File: src/rtl/mul_add_nat.sv
// mul_add_nat: combinational multiply-add m = x*y + c on natural operands.
// Ports:
//   x : N-bit multiplicand
//   y : M-bit multiplier digit
//   c : N-bit addend
//   m : N+M-bit result; (2^N-1)(2^M-1) + 2^N-1 < 2^(N+M), so it never overflows
module mul_add_nat #(
    parameter int N = 8,
    parameter int M = 2
) (
    input  logic [N-1:0]   x,
    input  logic [M-1:0]   y,
    input  logic [N-1:0]   c,
    output logic [N+M-1:0] m
);
    assign m = (N+M)'(x) * (N+M)'(y) + (N+M)'(c);
endmodule

File: src/rtl/mul_seq_nat.sv
// mul_seq_nat: sequential radix-4 multiplier, one 2-bit multiplier digit per clock.
// Ports:
//   clock  : system clock, rising edge
//   reset_ : asynchronous active-low reset
//   x, y   : N-bit natural operands, sampled when soc is seen in idle
//   soc    : start of conversion
//   eoc    : registered; 1 = idle or result valid, 0 = busy
//   p      : 2N-bit product {A,Q}
module mul_seq_nat #(
    parameter int N = 8
) (
    input  logic           clock,
    input  logic           reset_,
    input  logic [N-1:0]   x,
    input  logic [N-1:0]   y,
    input  logic           soc,
    output logic           eoc,
    output logic [2*N-1:0] p
);
    localparam int STEPS = N / 2;
    localparam int CW = (STEPS > 1) ? $clog2(STEPS) : 1;
    localparam logic [1:0] S0 = 2'd0;
    localparam logic [1:0] S1 = 2'd1;
    localparam logic [1:0] S2 = 2'd2;

    logic [1:0]    r_star;
    logic [CW-1:0] r_count;
    logic [N-1:0]  r_x;
    logic [N-1:0]  r_a;
    logic [N-1:0]  r_q;
    logic [N+1:0]  w_m;

    mul_add_nat #(.N(N), .M(2)) u_mac (
        .x (r_x),
        .y (r_q[1:0]),
        .c (r_a),
        .m (w_m)
    );

    assign p = {r_a, r_q};

    always_ff @(posedge clock or negedge reset_) begin
        if (!reset_) begin
            r_star  <= S0;
            r_count <= '0;
            r_x     <= '0;
            r_a     <= '0;
            r_q     <= '0;
            eoc     <= 1'b1;
        end else begin
            case (r_star)
                S0: if (soc) begin
                    r_x     <= x;
                    r_q     <= y;
                    r_a     <= '0;
                    r_count <= CW'(STEPS - 1);
                    eoc     <= 1'b0;
                    r_star  <= S1;
                end
                S1: begin
                    // low two bits of m retire into the top of Q as Q shifts right by a digit
                    r_a     <= w_m[N+1:2];
                    r_q     <= N'({w_m[1:0], r_q} >> 2);
                    r_count <= r_count - 1'b1;
                    if (r_count == '0) begin
                        eoc    <= 1'b1;
                        r_star <= S2;
                    end
                end
                S2: if (!soc) r_star <= S0;
                default: r_star <= S0;
            endcase
        end
    end
endmodule

File: config.mk
export PLATFORM = sky130hd
export DESIGN_NAME = mul_seq_nat
export DESIGN_NICKNAME = d
export VERILOG_FILES = /design/src/rtl/mul_add_nat.sv /design/src/rtl/mul_seq_nat.sv
export SDC_FILE = /design/constraint.sdc
export NUM_CORES = 1
export LEC_CHECK = 0
export BUFFER_PORTS_ARGS = -buffer_cell sky130_fd_sc_hd__clkbuf_2
export CAP_MARGIN = 10
export CORE_ASPECT_RATIO = 1.75
export CORE_UTILIZATION = 49
export CTS_CLUSTER_SIZE = 14
export DETAILED_ROUTE_END_ITERATION = 10
export GPL_TIMING_DRIVEN = 0
export PLACE_DENSITY = 0.83
export SETUP_SLACK_MARGIN = 0.2
export SLEW_MARGIN = 20
export SYNTH_ARGS = -nofsm -noshare
export SYNTH_HDL_FRONTEND = slang
export SYNTH_SLANG_ARGS = --single-unit
File: constraint.sdc
create_clock -name clock -period 2.6 [get_ports clock]
set_input_delay 0.39 -clock clock [delete_from_list [all_inputs] [get_ports clock]]
set_output_delay 0.39 -clock clock [all_outputs]
set_load 0.01 [all_outputs]
==> results of run 1 <==
cells by family after synthesis:
logic type	after synthesis
compound gates	34
xor+xnor	4
fa+ha+maj	18
buf+inv	27
flops	29
mux	16
simple gates	52
placed cells by master, fill, tap and decap left out, types with 3 or more instances in the layout:
cell type / synthesis / routed
ha_4: 0 / 4
mux2i_1: 7 / 7
clkbuf_2: 0 / 35
nand2_1: 33 / 32
o21ai_1: 0 / 4
o21ai_0: 18 / 14
nor2_1: 4 / 3
clkbuf_8: 0 / 6
fa_1: 8 / 6
buf_4: 0 / 9
a21oi_2: 0 / 3
mux2_2: 9 / 9
dfrtp_1: 28 / 28
a21oi_1: 6 / 3
inv_1: 21 / 20
ha_1: 10 / 5
cell type report:
class                   instances  area share
inverters                      21      0.0340
repair buffers                 45       0.113
clock buffers                   5      0.0297
flip-flops and latches         29       0.314
well taps                      45      0.0243
multi-input cells             124       0.455
clock inverters                 3     0.00756
plain buffers                   6      0.0227
layer usage:
metal  routed length, µm  GRT usage  share of wire
met2                2390      0.444           0.56
met4                  62     0.0944          0.015
met3                 111     0.0527          0.026
met1                1670      0.268           0.39
met5                   0          0              0
synthesized netlist by cell type (2+ instances only):
master     instances
nand2_1           33
dfrtp_1           28
inv_1             21
o21ai_0           18
ha_1              10
mux2_2             9
fa_1               8
mux2i_1            7
a21oi_1            6
and2_1             4
clkbuf_1           4
nor2_1             4
a22o_1             2
nand2b_1           2
nand3_1            2
o2111ai_1          2
xnor2_1            2
xor2_1             2
path summary, 6_finish.rpt:
kind,start,end,cells after the start
max in group asynchronous,reset_,r_q[5],1
min in group clock,x[1],r_x[1],2
worst max-delay path,r_q[0],r_a[4],9
worst min register to register,eoc,eoc,2
worst min-delay path,reset_,r_a[2],1
worst max register to register,r_q[0],r_a[4],9
metrics by stage:
| stage | area [µm²] | hold slack [ns] |
|---|---|---|
| floorplan | 1800 | 0.0944 |
| finish | 2320 | 0.153 |
| global route | 2320 | 0.197 |
| global placement | 2030 | 0.450 |
| detailed placement | 2030 | 0.455 |
| CTS | 2240 | 0.169 |
registers in the layout, indices dropped and copies added (netlist names):
signal	cells
r_star	2
eoc	1
r_a	8
r_count	2
r_q	8
r_x	8
critical path: stages, from the launching register on:
cell	delay, ns
dfrtp_1	0.36
clkbuf_8	0.15
nand2_2	0.05
fa_1	0.51
inv_2	0.06
ha_4	0.22
a211oi_4	0.34
nor3b_2	0.13
or4_4	0.44
o2111ai_2	0.08
what timing repair did:
item,4_1_cts,5_1_grt
resized for setup,16,13
buffers inserted,7,3
cloned,0,0
setup endpoints to repair,5,5
pin swaps,11,14
power by group through the flow:
stage / Sequential, W / Combinational (W) / Clock (W)
2_1_floorplan: 0.000878 / 0.00136 / 0
3_3_place_gp: 0.000857 / 0.00180 / 0
3_5_place_dp: 0.000865 / 0.00187 / 0
4_1_cts: 0.000860 / 0.00213 / 0.000377
5_1_grt: 0.000892 / 0.00275 / 0.000398
6_report: 0.000866 / 0.00249 / 0.000367
==> summary.txt, run 1 <==
STA
  – Unrepaired setup endpoints after global routing: true
  – Final-report max-slew violation count: 0
  – Final WS setup: 0.163 ns
  – Tcrit/Tclk final: 0.937
  – Setup Skew: 0.00857 ns
  – Final min period: 2.44 ns
  – Final setup TNS: 0 ns
  – Max Freq: 410 MHz
  – Final hold vios: 0
  – Actual slew at the worst max-slew pin: 0.797 ns
  – Final setup fails: 0
  – Slew margin rel.: 0.466

Power and ir drop
  – Maximum vdd drop: 0.000877 V
  – Gate power share: 0.669
  – Reg power frac: 0.233
  – Sw frac: 0.450
  – Total Power: 0.00372 W
  – Power per cell area: 1610 nW/µm²
  – Static Leak: 1.14 nW
  – Sw power: 0.00168 W
  – P_int: 0.00205 W
  – Clock power frac: 0.099

Worst setup path
  – CP Capture Type: register
  – CP Max Fanout: 4
  – Critical path required time: 2.80 ns
  – CP Class: register to register
  – CP arrival: 2.64 ns
  – CP Launch Type: register
  – Worst R2R Setup Slack: 0.16 ns

Global routing
  – Vias in the first global route: 1499
  – Initial antenna violation count: 0
  – First-pass GRT wire length: 6730 µm
  – GRT Util Overall: 0.247
  – Remaining Overflow, GRT: 0
  – Pin count of the biggest net entering global routing: 30

Job
  – Max Cap Viol: 0

Die
  – Die Span Y: 81.7 µm
  – Cell Rows: 28
  – Die width: 47.6 µm
  – Initial Util: 0.518
  – Ports: 36
  – Core Region: 3430 µm²
  – Die Area: 3890 µm²

Finish
  – Area taken by multi-input logic gates: 1050 µm²
  – Final #Nets: 269
  – Fin cells: 278
  – Share of layout cells above drive strength 1: 0.382
  – Fillers: 290
  – Register Area: 727 µm²
  – Ant diodes: 0
  – Post-layout util: 0.675
  – Area growth, synth to finish: 30.2%

Synth
  – Synth area leaders: dfrtp_1 39%, fa_1 9.0%, ha_1 7.0%
  – Post-synthesis net count: 217
  – Fraction of registers with async set/reset: 1.00
  – Main synth FF type: dfrtp_1
  – Sequential area share after synthesis: 0.409
  – Largest family of logic cells by synthesized area: adder cells
  – Seq cells post-synth: 29
  – Cell taking the most area after synthesis: dfrtp_1
  – Synth Area in Simple Gates: 0.136
  – Syn_area_per_cell: 9.88 µm²
  – Synth warnings: 0
  – Cells after synthesis: 180
  – Post-synth EDFFs: 0
  – Yosys top cell area share: 0.394
  – Distinct cells, synth: 34
  – Post-synthesis adder-cell area fraction: 0.160
  – Post-synthesis mux area share: 0.0963
  – Post-synthesis compound-gate area fraction: 0.117
  – XOR/XNOR share of the synthesized area: 0.0197
  – Post-Syn Area: 1780 µm²

CTS
  – TritonCTS clock tree: done
  – Hold buffers post-CTS: 0
  – Reg clk slew, reported paths: 0.07 ns
  – H-tree level count: 2
  – Clk root buf: clkbuf_8
  – CTS max path bufs: 2
  – # clock sinks: 29
  – Clock Latency Late Sink: 0.29 ns
  – Total CTS buffers: 5

Route
  – DRC viols: 0
  – Drt wl/cell: 15.2 µm
  – Initial drt markers: 35
  – Post-Route WL: 4230 µm
  – Post-route ant nets: 0
  – Vias per cell: 5.31
  – Routed via count: 1477
  – First-pass DRT Iterations: 4

Place
  – DP Cell Count: 260
  – Post-DP HPWL: 2770 µm
  – Number of port buffers: 35
  – RePlAce Congestion: 0.824
  – Worst slack, placed: 0.0665 ns

Worst hold path
  – Hold WC Path Type: input pin to asynchronous set/reset pin

Outcome
  – Run status: completed
(Power assumes the default switching activity.)
==> run 2, diff against run 1 <==
--- a/config.mk
+++ b/config.mk
@@ -12,6 +12,7 @@
 export CTS_CLUSTER_SIZE = 14
 export DETAILED_ROUTE_END_ITERATION = 10
 export GPL_TIMING_DRIVEN = 0
+export MAX_ROUTING_LAYER = met4
 export PLACE_DENSITY = 0.83
 export SETUP_SLACK_MARGIN = 0.2
 export SLEW_MARGIN = 20
==> run 2 against run 1 <==
- die area unchanged
- register-to-register slack hardly changed
- sequential cell count stayed put
- clock-buffer cell count did not move
- maximum frequency rose by 0.55%
- non-clock buffer count stayed put
- largest cell class unchanged
- highest routed layer unchanged
==> summary.txt, run 2 (same netlist as run 1, synthesis figures left out) <==
Finish
  – Fillers: 290 (unchanged)
  – Top Registers: r_a: 8 flops, r_q: 8 flops, r_x: 8 flops
  – Area growth, synth to finish: 30.2% (unchanged)
  – Final #Nets: 269 (unchanged)
  – Area taken by multi-input logic gates: 1050 µm² (unchanged)
  – Register Area: 727 µm² (unchanged)
  – Share of layout cells above drive strength 1: 0.382 (unchanged)
  – Leading cell type in the layout, fill and taps excluded: clkbuf_2
  – Ant diodes: 0 (unchanged)
  – Commonest non-fill, non-tap cells in the layout: 35 x clkbuf_2, 32 x nand2_1, 28 x dfrtp_1

Die
  – Cell Rows: 28 (unchanged)
  – Die width: 47.6 µm (unchanged)
  – Core Region: 3430 µm² (unchanged)
  – Ports: 36 (unchanged)
  – Initial Util: 0.518 (unchanged)
  – Die Span Y: 81.7 µm (unchanged)
  – Die Area: 3890 µm² (unchanged)

Worst setup path
  – Critical path required time: 2.80 ns (about the same)
  – CP Capture Type: register
  – CP Max Fanout: 4 (unchanged)
  – Reg-to-reg endpoint: r_a[4]
  – Reg2reg path depth: 9 (unchanged)
  – CP arrival: 2.62 ns (-0.02 ns)
  – CP Launch Type: register
  – Critical Path Slowest Stage Cell: fa_1
  – Crit-path cells: clkbuf_8 > nand2_2 > fa_1 > inv_2 > ha_4 > a211oi_4 > nor3b_2 > or4_4 > o2111ai_2
  – Worst R2R Start: r_q[0]
  – Worst R2R Setup Slack: 0.18 ns (about the same)
  – CP peak stage delay: 0.51 ns (about the same)
  – CP Class: register to register

Route
  – DRC viols: 0 (unchanged)
  – Vias per cell: 5.35 (+0.74%)
  – Initial drt markers: 50 (+43%)
  – Post-Route WL: 4250 µm (+0.50%)
  – Drt wl/cell: 15.3 µm (+0.50%)
  – First-pass DRT Iterations: 4 (unchanged)
  – Routed via count: 1488 (+0.74%)
  – Post-route ant nets: 0 (unchanged)

CTS
  – Total CTS buffers: 5 (unchanged)
  – # clock sinks: 29 (unchanged)
  – H-tree level count: 2 (unchanged)
  – CTS max path bufs: 2 (unchanged)
  – Hold buffers post-CTS: 0 (unchanged)
  – Reg clk slew, reported paths: 0.07 ns (about the same)
  – Clock Latency Late Sink: 0.29 ns (about the same)
  – TritonCTS clock tree: done
  – Clk root buf: clkbuf_8

Place
  – Post-DP HPWL: 2770 µm (unchanged)
  – RePlAce Congestion: 0.836 (+1.5%)
  – Number of port buffers: 35 (unchanged)

Global routing
  – Pin count of the biggest net entering global routing: 30 (unchanged)
  – Remaining Overflow, GRT: 0 (unchanged)
  – First-pass GRT wire length: 6710 µm (-0.31%)
  – Vias in the first global route: 1499 (unchanged)
  – GRT Util Overall: 0.253 (+0.00614)
  – Initial antenna violation count: 0 (unchanged)

Power and ir drop
  – P_int: 0.00205 W (about the same)
  – Sw frac: 0.450 (about the same)
  – Reg power frac: 0.233 (about the same)
  – Power per cell area: 1610 nW/µm² (about the same)
  – Sw power: 0.00167 W (about the same)
  – Maximum vdd drop: 0.000876 V (-0.11%)
  – Static Leak: 1.14 nW (unchanged)
  – Gate power share: 0.669 (about the same)
  – Clock power frac: 0.099 (about the same)

STA
  – Tcrit/Tclk final: 0.932 (-0.00517)
  – Unrepaired setup endpoints after global routing: true
  – Actual slew at the worst max-slew pin: 0.800 ns (+0.00326 ns)
  – Slew margin rel.: 0.464 (-0.00218)
  – Final setup TNS: 0 ns (unchanged)
  – Final min period: 2.42 ns (-0.0134 ns)
  – Setup Skew: 0.00838 ns (-0.000188 ns)
  – Final hold vios: 0 (unchanged)
  – Max Freq: 413 MHz (+0.55%)
  – Final-report max-slew violation count: 0 (unchanged)
  – Final setup fails: 0 (unchanged)
  – Hold Slack: 0.159 ns (+0.00560 ns)

Outcome
  – Run status: completed

Job
  – Max Cap Viol: 0 (unchanged)

Worst hold path
  – Hold WC Path Type: input pin to asynchronous set/reset pin
==> run 2: cell counts in the layout (fill, tap and decap cells not counted) <==
No cell type changed its count.
==> run 2: routing by layer <==
layer,GRT usage,vias up,routed length (µm)
li1,-,705,-
met1,0.268,749,1700
met2,0.442,28,2380
met3,0.0527,6,108
met4,0.0944,0,62
met5,-,-,0
==> run 2: metrics by stage <==
| step | cells | instance area (µm²) | worst slack, ns | util | power, W |
|---|---|---|---|---|---|
| after floorplan | 180 | 1800 | 0.192 | - | 0.00224 |
| after detailed placement | 260 | 2030 | 0.0665 | 0.590 | 0.00273 |
| after CTS | 275 | 2240 | 0.170 | 0.652 | 0.00336 |
| after global placement | 260 | 2030 | 0.0589 | 0.590 | 0.00266 |
| final | 278 | 2320 | 0.176 | 0.675 | 0.00372 |
| after global routing | 278 | 2320 | 0.0919 | 0.675 | 0.00404 |
==> run 2: layout make-up <==
class	count	share of cell area
Multi-Input combinational cell	124	0.455
Sequential cell	29	0.314
Clock buffer	5	0.0297
Tap cell	45	0.0243
Buffer	6	0.0227
Clock inverter	3	0.00756
Inverter	21	0.0340
Timing Repair Buffer	45	0.113
==> run 2: worst max-delay path, delay by kind of cell, from the launching register on <==
family / cells / cell delay [ns]
AND/OR/NAND/NOR: 3 / 0.62
AO/OA/AOI/OAI: 2 / 0.42
adder cells (fa/ha/maj): 2 / 0.73
buffers and inverters: 2 / 0.21
flip-flops: 1 / 0.36
==> run 2: timing repair <==
item                                    4_1_cts  5_1_grt
gates resized for setup                      16       13
pin swaps                                    11       14
setup buffers                                 7        3
endpoints found under the setup margin        5        5
==> run 2: how the worst max path moves through the flow <==
stage / to / start / depth (start not counted)
floorplan: r_a[7] / r_q[1] / 9
global placement: r_a[7] / r_q[0] / 9
detailed placement: r_a[7] / r_q[0] / 9
CTS: r_a[7] / r_q[0] / 9
global route: r_a[7] / r_q[1] / 9
finish: r_a[4] / r_q[0] / 9
==> run 2: power by group through the flow <==
stage | registers (W) | logic, W | clock network (W)
floorplan | 0.000878 | 0.00136 | 0
global placement | 0.000857 | 0.00180 | 0
detailed placement | 0.000865 | 0.00187 | 0
CTS | 0.000860 | 0.00213 | 0.000377
global route | 0.000892 | 0.00275 | 0.000398
finish | 0.000865 | 0.00249 | 0.000367
==> run 3, diff against run 2 <==
--- a/config.mk
+++ b/config.mk
@@ -11,11 +11,11 @@
 export CORE_UTILIZATION = 49
 export CTS_CLUSTER_SIZE = 14
 export DETAILED_ROUTE_END_ITERATION = 10
-export GPL_TIMING_DRIVEN = 0
 export MAX_ROUTING_LAYER = met4
 export PLACE_DENSITY = 0.83
 export SETUP_SLACK_MARGIN = 0.2
 export SLEW_MARGIN = 20
 export SYNTH_ARGS = -nofsm -noshare
 export SYNTH_HDL_FRONTEND = slang
+export SYNTH_HIERARCHICAL = 1
 export SYNTH_SLANG_ARGS = --single-unit
==> run 3 against run 2 <==
- cell count shrank 0.36%
- register-to-register slack lost 0.06 ns
- die area grew 2.2%
- clock skew shrank 0.0030 ns
- hold slack lost 0.015 ns
- via count grew 0.87%
- clock-buffer cell count grew 1
- sequential share of layout area shrank 0.77 points
- first-iteration DRC count shrank 38%
- global-route usage grew 0.54 points
- largest cell class unchanged
- highest routed layer unchanged
==> summary.txt, run 3 <==
STA
  – Final setup fails: 0 (unchanged)
  – Final min period: 2.48 ns (+0.0590 ns)
  – Final hold vios: 0 (unchanged)
  – Hold Slack: 0.144 ns (-0.0146 ns)
  – Actual slew at the worst max-slew pin: 0.722 ns (-0.0789 ns)
  – Setup Skew: 0.00534 ns (-0.00304 ns)
  – Final setup TNS: 0 ns (unchanged)
  – Slew margin rel.: 0.519 (+0.0550)
  – Max Freq: 403 MHz (-2.4%)
  – Unrepaired setup endpoints after global routing: true
  – Tcrit/Tclk final: 0.955 (+0.0227)
  – Final-report max-slew violation count: 0 (unchanged)

Finish
  – Area taken by multi-input logic gates: 1090 µm² (+3.6%)
  – Register Area: 729 µm² (+0.34%)
  – Area growth, synth to finish: 31.0%
  – Fin cells: 277 (-0.36%)
  – Commonest non-fill, non-tap cells in the layout: 35 x clkbuf_2, 26 x dfrtp_1, 20 x inv_1
  – Post-layout util: 0.664 (-0.0114)
  – Ant diodes: 0 (unchanged)
  – Fillers: 254 (-12%)
  – Leading cell type in the layout, fill and taps excluded: clkbuf_2
  – Top Registers: r_a: 8 flops, r_q: 8 flops, r_x: 8 flops
  – Final #Nets: 267 (-0.74%)
  – Share of layout cells above drive strength 1: 0.429 (+0.0466)

Synth
  – Main synth FF type: dfrtp_1
  – Post-synth EDFFs: 0 (unchanged)
  – Post-synthesis net count: 216 (-0.46%)
  – Post-synth top cells: 28 x dfrtp_1, 23 x inv_1, 20 x nand2_1
  – Count leader, synth: dfrtp_1
  – Cell taking the most area after synthesis: dfrtp_1
  – Post-Syn Area: 1820 µm² (+2.3%)
  – Sequential area share after synthesis: 0.400 (-0.00899)
  – Cells after synthesis: 179 (-0.56%)
  – Seq cells post-synth: 29 (unchanged)
  – Syn_area_per_cell: 10.2 µm² (+2.8%)
  – Synth warnings: 6 (+6)
  – Yosys top cell area share: 0.385 (-0.00867)
  – Synth area leaders: dfrtp_1 39%, fa_1 8.8%, ha_1 6.9%
  – Fraction of registers with async set/reset: 1.00 (unchanged)
  – Distinct cells, synth: 37 (+8.8%)

Die
  – Core Region: 3590 µm² (+4.6%)
  – Initial Util: 0.506 (-0.0118)
  – Die Area: 3970 µm² (+2.2%)
  – Ports: 36 (unchanged)
  – Die width: 48.1 µm (+1.1%)
  – Cell Rows: 29 (+3.6%)
  – Die Span Y: 82.6 µm (+1.1%)

Worst setup path
  – CP Launch Type: register
  – CP Max Fanout: 7 (+3)
  – Reg-to-reg endpoint: r_a[6]
  – Worst Setup SP: r_q[0]
  – Setup crit end: r_a[6]
  – CP arrival: 2.66 ns (+0.04 ns)
  – Reg2reg path depth: 10 (+1)
  – CP Capture Type: register
  – Worst R2R Start: r_q[0]
  – Worst R2R Setup Slack: 0.12 ns (-0.06 ns)
  – CP Class: register to register
  – Critical path required time: 2.78 ns (-0.02 ns)

Place
  – Number of port buffers: 35 (unchanged)
  – Post-DP HPWL: 3010 µm (+8.6%)
  – DP Cell Count: 255 (-1.9%)
  – RePlAce Congestion: 0.882 (+5.5%)

Worst hold path
  – Hold WC Path Type: input pin to asynchronous set/reset pin

Route
  – Post-route ant nets: 0 (unchanged)
  – Initial drt markers: 31 (-38%)
  – Drt wl/cell: 16.2 µm (+5.8%)
  – Post-Route WL: 4480 µm (+5.4%)
  – Vias per cell: 5.42 (+1.2%)
  – Routed via count: 1501 (+0.87%)
  – DRC viols: 0 (unchanged)
  – First-pass DRT Iterations: 4 (unchanged)

Global routing
  – First-pass GRT wire length: 6730 µm (+0.31%)
  – Vias in the first global route: 1474 (-1.7%)
  – Initial antenna violation count: 0 (unchanged)
  – GRT Util Overall: 0.259 (+0.00537)
  – Pin count of the biggest net entering global routing: 30 (unchanged)
  – Remaining Overflow, GRT: 0 (unchanged)

CTS
  – Reg clk slew, reported paths: 0.07 ns (about the same)
  – # clock sinks: 29 (unchanged)
  – Hold buffers post-CTS: 0 (unchanged)
  – Clk root buf: clkbuf_8
  – Clock Latency Late Sink: 0.29 ns (about the same)
  – Total CTS buffers: 5 (unchanged)
  – H-tree level count: 2 (unchanged)
  – TritonCTS clock tree: done
  – CTS max path bufs: 2 (unchanged)

Job
  – Max Cap Viol: 0 (unchanged)

Outcome
  – Run status: completed
run 3: cell types whose count changed in the layout (fill, tap and decap cells not counted), sizes merged, moves of 3 or more:
cell,delta
mux2i,-7
inv,+3
nand2,-13
nor2b,+3
a21oi,+8
a22o,+6
o22ai,+14
o21ai,-11
run 3: area by class of cell:
type	instances	share of cell area
Clock buffer	6	0.0346
Clock inverter	2	0.0157
Inverter	24	0.0378
Multi-Input combinational cell	120	0.458
Sequential cell	29	0.306
Tap cell	46	0.0241
Timing Repair Buffer	50	0.124
run 3: repair_timing:
action	in CTS	in global routing
endpoints found under the setup margin	4	5
setup buffers	9	5
gates resized for setup	12	13
pin swaps	9	17
run 3: per-stage QoR:
step	instance area (µm²)	setup WS (ns)
floorplan	1870	0.204
global placement	2060	0.144
detailed placement	2060	0.0732
CTS	2290	0.126
global route	2380	0.0329
finish	2380	0.117
run 3: metal layers:
layer,GRT usage,vias to the layer above,wire length (µm)
li1,-,716,-
met1,0.282,736,1660
met2,0.424,40,2580
met3,0.0587,9,138
met4,0.128,0,105
met5,-,-,0
run 3: worst max-delay path, stage by stage, from the launching register on:
cell and delay, ns:
dfrtp_2 0.44, buf_6 0.12, nand2_2 0.05, fa_1 0.51, inv_2 0.05, ha_4 0.25
a21oi_2 0.14, nand2_2 0.07, a221o_1 0.31, a211o_1 0.23, a22o_1 0.20
run 3: logic make-up (layout without fill, tap and decap cells):
family,after synthesis,after routing,share of synthesized area
adders and majority gates,18,18,0.157
buffers and inverters,30,82,0.0763
DFF,29,29,0.400
xor gates and xnor gates,5,5,0.0241
AOI/OAI and AO/OA,50,50,0.177
muxes,8,8,0.0495
and+or+nand+nor,39,39,0.117
run 3: worst min path at each step:
stage / from / to / cells after the start
detailed placement: reset_ / r_x[7] / 1
global route: reset_ / r_a[4] / 1
finish: reset_ / r_x[7] / 1
CTS: reset_ / r_a[4] / 1
floorplan: reset_ / r_a[0] / 0
global placement: eoc / eoc / 2
Power of run 3 is not shown: default switching activity piles up to over one toggle a cycle in this logic, so the estimate is an artifact.
